`src/rtl/cadence_gen.sv`:
```
// Programmable pedal-cadence square-wave generator with double-buffered period codes.
// Optional reed-switch bounce emulation is compiled in when CADENCE_BOUNCE_EN is defined.
module cadence_gen #(
  parameter bit FAST_SIM = 1'b1
) (
  input  logic       clk,
  input  logic       rst,
  input  logic [7:0] per_in,
  input  logic       load,
  input  logic       en,
  output logic       cadence,
  output logic       rise_strb,
  output logic       active
);

  typedef enum logic [1:0] {
    IDLE = 2'd0,
    HIGH = 2'd1,
    LOW  = 2'd2
  } state_e;

  localparam int SHIFT = FAST_SIM ? 7 : 16;

`ifdef CADENCE_BOUNCE_EN
  localparam bit BOUNCE_ON = 1'b1;
`else
  localparam bit BOUNCE_ON = 1'b0;
`endif

  state_e      state_q;
  logic [7:0]  shadow_q;
  logic [7:0]  act_per_q;
  logic [23:0] cnt_q;
  logic        cadence_q;
  logic        rise_q;
  logic        active_q;

  logic [23:0] full_p;
  logic [23:0] half_p;
  logic [23:0] high_last;
  logic [23:0] low_last;
  logic [23:0] cnt_inc;
  logic [7:0]  eff_per;
  logic        eff_valid;

  // Inversion applied over the first twelve counts of a phase: 0-3 nominal, 4-7 flipped, 8-11 nominal.
  function automatic logic bounce(input logic [23:0] c);
    return BOUNCE_ON && (c < 24'd12) && c[2];
  endfunction

  always_comb begin
    full_p    = {16'd0, act_per_q} << SHIFT;
    half_p    = full_p >> 1;
    high_last = half_p - 24'd1;
    low_last  = full_p - half_p - 24'd1;
    cnt_inc   = cnt_q + 24'd1;
    // A load in the same cycle as a period boundary wins over the stored shadow.
    eff_per   = load ? per_in : shadow_q;
    eff_valid = (eff_per != 8'h00) && (eff_per <= 8'hE3);
  end

  always_ff @(posedge clk) begin
    if (rst) begin
      state_q   <= IDLE;
      shadow_q  <= 8'hE4;
      act_per_q <= 8'hE4;
      cnt_q     <= 24'd0;
      cadence_q <= 1'b0;
      rise_q    <= 1'b0;
      active_q  <= 1'b0;
    end else begin
      rise_q <= 1'b0;
      if (load) begin
        shadow_q <= per_in;
      end
      case (state_q)
        IDLE: begin
          cnt_q     <= 24'd0;
          cadence_q <= 1'b0;
          active_q  <= 1'b0;
          if (en && eff_valid) begin
            act_per_q <= eff_per;
            state_q   <= HIGH;
            cadence_q <= 1'b1;
            rise_q    <= 1'b1;
            active_q  <= 1'b1;
          end
        end
        HIGH: begin
          active_q <= 1'b1;
          if (cnt_q == high_last) begin
            cnt_q     <= 24'd0;
            state_q   <= LOW;
            cadence_q <= 1'b0;
          end else begin
            cnt_q     <= cnt_inc;
            cadence_q <= ~bounce(cnt_inc);
          end
        end
        LOW: begin
          if (cnt_q == low_last) begin
            cnt_q <= 24'd0;
            // Period boundary: either start the next period or fall back to idle.
            if (en && eff_valid) begin
              act_per_q <= eff_per;
              state_q   <= HIGH;
              cadence_q <= 1'b1;
              rise_q    <= 1'b1;
              active_q  <= 1'b1;
            end else begin
              state_q   <= IDLE;
              cadence_q <= 1'b0;
              active_q  <= 1'b0;
            end
          end else begin
            cnt_q     <= cnt_inc;
            cadence_q <= bounce(cnt_inc);
            active_q  <= 1'b1;
          end
        end
        default: begin
          state_q   <= IDLE;
          cnt_q     <= 24'd0;
          cadence_q <= 1'b0;
          active_q  <= 1'b0;
        end
      endcase
    end
  end

  assign cadence   = cadence_q;
  assign rise_strb = rise_q;
  assign active    = active_q;

endmodule

```
`config.mk`:
```
export PLATFORM = sky130hd
export DESIGN_NAME = cadence_gen
export DESIGN_NICKNAME = d
export VERILOG_FILES = /design/src/rtl/cadence_gen.sv
export SDC_FILE = /design/constraint.sdc
export NUM_CORES = 1
export LEC_CHECK = 0
export ABC_AREA = 1
export CORE_MARGIN = 1
export CORE_UTILIZATION = 45
export CTS_BUF_LIST = sky130_fd_sc_hd__clkbuf_4
export DETAILED_ROUTE_END_ITERATION = 16
export PLACE_DENSITY = 0.7
export SYNTH_ARGS = -nofsm -noshare
export SYNTH_HDL_FRONTEND = slang
export SYNTH_SLANG_ARGS = --single-unit
```
`constraint.sdc`:
```
create_clock -name clk -period 3.7 [get_ports clk]
set_input_delay 0.37 -clock clk [delete_from_list [all_inputs] [get_ports clk]]
set_output_delay 0.37 -clock clk [all_outputs]
set_load 0.02 [all_outputs]
```
==> impl_metrics.env <==
export IMPL_critPathBufInv=5
export IMPL_rrSetupSlack_ns=0.63
export IMPL_grt_max_degree=15
export IMPL_start_kind="register"
export IMPL_slowest_stage="dfxtp_1"
export IMPL_final_cell_area_mm2=0.00381
export IMPL_syn_mean_instance_area_um2=6.97
export IMPL_dr_pass1_iters=4
export IMPL_via_per_inst=4.93
export IMPL_nets=553
export IMPL_crit_fanout=14
export IMPL_numClockSinks=45
export IMPL_ctsLongestPathBuffers=2
export IMPL_fin_worst_skew_ns=0.00813
export IMPL_seq_area_frac_synth_pct=25.7
export IMPL_synthArstFlopShare_pct=0
export IMPL_yosysTopAreaCell="dfxtp_1"
export IMPL_place_gp_congestion=0.888
export IMPL_fillers=731
export IMPL_ys_warn_count=0
export IMPL_grt_overflow_total=0
export IMPL_drt_total_wl_mm=7.32
export IMPL_ir_drop_uv=321
export IMPL_clock_latency_ns=0.36
export IMPL_worstMarginPinSlew_ns=0.437
export IMPL_dieArea_mm2=0.00815
export IMPL_grtUsageTotal_pct=19.5
export IMPL_synthToLayoutAreaGrowth_pct=8.57
export IMPL_max_freq_ghz=0.326
export IMPL_antenna_left=0
export IMPL_synth_seq_cells=45
export IMPL_multi_input_area_mm2=0.00225
export IMPL_r2r_start="act_per_q[6]"
export IMPL_worst_setup_path_end_kind="register"
export IMPL_setup_tns_ns=0
export IMPL_drc=0
export IMPL_crit_required_ns=3.97
export IMPL_cts_tree="done"
export IMPL_rows=31
export IMPL_finalHoldViolCount=0
export IMPL_ys_types=45
export IMPL_path_cells="inv_1 -> ha_1 -> inv_2 -> nand2_1 -> inv_2 -> a21oi_4 -> nand3_1 -> nand2_2 -> nand2_1 -> nand2_1 -> inv_1 -> nand2_1 -> nand3_1 -> nor2_2 -> nand2_2 -> nand2_4 -> nand2_4 -> nand3_4 -> buf_4 -> nor2_2"
export IMPL_startpoint="act_per_q[6]"
export IMPL_cp_common_cell="nand2_1"
export IMPL_hpwlAfterDp_mm=6.01
export IMPL_wl_per_cell_um=11.8
export IMPL_drt_iter0_drc=123
export IMPL_status="complete, no violations"
export IMPL_crit_type="register to register"
export IMPL_critical_path_max_stage_delay_ns=0.45
export IMPL_synth_top_area_share_pct=25.7
export IMPL_placed_cell_area_mm2=0.00372
export IMPL_synth_cells=503
export IMPL_slew_headroom_pct=70.9
export IMPL_core_area_mm2=0.00741
export IMPL_synth_area_mm2=0.00351
export IMPL_grt_first_pass_wirelength_mm=13.1
export IMPL_die_w_um=90.3
export IMPL_grt_pass1_vias=2924
export IMPL_postCtsSetupRepairBufs=0
export IMPL_whs_path_depth=1
export IMPL_worstHoldStart="cnt_q[0]"
export IMPL_root_buffer="clkbuf_4"
export IMPL_hold_buffers=0
export IMPL_utilization_pct=51.4
export IMPL_arrival_ns=3.33
export IMPL_drive_gt1_share_pct=16.3
export IMPL_maxCapViolCount=0
export IMPL_timing_final_setup_violations=0
export IMPL_die_y_um=90.3
export IMPL_io_buffers=14
export IMPL_fin_crit_ns=3.07
export IMPL_h_tree_depth=2
export IMPL_synth_area_top_cells="dfxtp_1 26%, nand2_1 14%, ha_1 7.9%, nand3_1 7.9%, inv_1 7.2%"
export IMPL_ctsResizeCount=0
export IMPL_power_leakage_nw=1.66
export IMPL_rsz0062_at_grt="false"
export IMPL_dp_cells=611
export IMPL_critical_path_depth=20
export IMPL_finalNonFillerCells=619
export IMPL_synthMostInstantiatedCell="nand2_1"
export IMPL_cts_buffers=5
export IMPL_synth_edf_count=0
export IMPL_worst_slack_ns=0.634
export IMPL_pwr_density_cell_mw_per_mm2=560
export IMPL_synthTopCellsByCount="131 x nand2_1, 67 x inv_1, 55 x nand3_1"
export IMPL_crit_family="simple AND/OR/NAND/NOR gates"
export IMPL_r2r_cells=20
export IMPL_period_share_pct=82.9
export IMPL_synth_flop_cell="dfxtp_1"
export IMPL_slew_viol_final=0
export IMPL_io_pins=15
export IMPL_diodes=0
export IMPL_synthesis_nets=537
export IMPL_cts_clk_slew_worst_paths_ns=0.13
export IMPL_grt_antenna_before_repair=0
export IMPL_r2r_end="cnt_q[13]"
export IMPL_critPathCapture="cnt_q[13]"
export IMPL_layout_area_seq_um2=901
export IMPL_place_ws_ns=0.669
export IMPL_vias=3051
export IMPL_hold_class="register to register"
export IMPL_initial_core_util_pct=47.3
-- worst reg2reg max path, delay by kind of cell, from the launching register on --
kind | cells | cell delay [ns]
fa+ha+maj | 1 | 0.44
buf+inv | 5 | 0.61
compound gates | 1 | 0.18
flops | 1 | 0.45
simple gates | 13 | 1.32
-- worst min-delay path by stage --
stage	to	slack (ns)
floorplan	cnt_q[0]	0.42
global placement	cnt_q[0]	0.43
detailed placement	shadow_q[2]	0.44
CTS	cnt_q[0]	0.47
global route	shadow_q[2]	0.49
finish	cnt_q[0]	0.47
-- registers in the layout, indices dropped and copies added (netlist names) --
name	cells
act_per_q	8
active	1
cadence	1
cnt_q	24
rise_strb	1
shadow_q	8
state_q	2
-- area by class of cell --
type	instances	share of cell area [%]
Clock buffer	6	1.18
Clock inverter	2	1.02
Inverter	75	7.46
Multi-Input combinational cell	375	59.1
Sequential cell	45	23.7
Tap cell	99	3.25
Timing Repair Buffer	17	4.27
-- power by group --
| group | internal, mW | switching (mW) | leakage, nW | total [mW] |
|---|---|---|---|---|
| Combinational | 0.426 | 0.814 | 1.24 | 1.24 |
| Sequential | 0.533 | 0.0446 | 0.367 | 0.577 |
| Clock | 0.151 | 0.161 | 0.0459 | 0.313 |
| Total | 1.11 | 1.02 | 1.66 | 2.13 |
-- placed cells by master, fill, tap and decap left out, types with 2 or more instances in the layout --
cell type | netlist | layout
clkbuf_4 | 0 | 6
nor3_2 | 4 | 4
o21ai_1 | 3 | 3
a21oi_1 | 10 | 10
nand2_4 | 3 | 3
nor4_1 | 3 | 3
inv_1 | 67 | 67
nor3_1 | 2 | 2
nand2_2 | 16 | 16
nor2_4 | 15 | 15
o21bai_1 | 2 | 2
nand3_2 | 6 | 6
xor2_1 | 19 | 19
xnor2_1 | 7 | 7
a21oi_4 | 2 | 2
buf_4 | 1 | 3
or2_2 | 2 | 2
nand4_1 | 7 | 7
nand2_1 | 131 | 131
o21ai_0 | 9 | 9
inv_2 | 6 | 6
nand3_1 | 55 | 55
dfxtp_1 | 45 | 45
nor2_1 | 31 | 31
ha_1 | 22 | 22
nor2_2 | 14 | 14
clkdlybuf4s50_1 | 0 | 14
-- stage by stage --
stage	hold slack, ns	power [mW]
2_1_floorplan	0.418	1.60
3_3_place_gp	0.428	1.80
3_5_place_dp	0.439	1.82
4_1_cts	0.470	2.13
5_1_grt	0.494	2.33
6_report	0.467	2.13
-- cells by family (layout without fill, tap and decap cells) --
| kind of cell | count (synthesis) | count (layout) | synth area share [%] |
|---|---|---|---|
| simple gates | 295 | 295 | 44.0 |
| fa+ha+maj | 22 | 22 | 7.85 |
| flops | 45 | 45 | 25.7 |
| buf+inv | 83 | 100 | 10.1 |
| xor+xnor | 26 | 26 | 6.50 |
| compound gates | 32 | 32 | 5.85 |
-- layer usage --
| metal | track usage (%) | up-vias | routed length [µm] | part of all wire [%] |
|---|---|---|---|---|
| li1 | - | 1611 | - | - |
| met1 | 25.8 | 1375 | 3590 | 49 |
| met2 | 32.4 | 54 | 3360 | 46 |
| met3 | 3.37 | 11 | 246 | 3.4 |
| met4 | 5.51 | 0 | 125 | 1.7 |
| met5 | 0 | - | 0 | 0 |
Power figures use the tool's default switching activity.
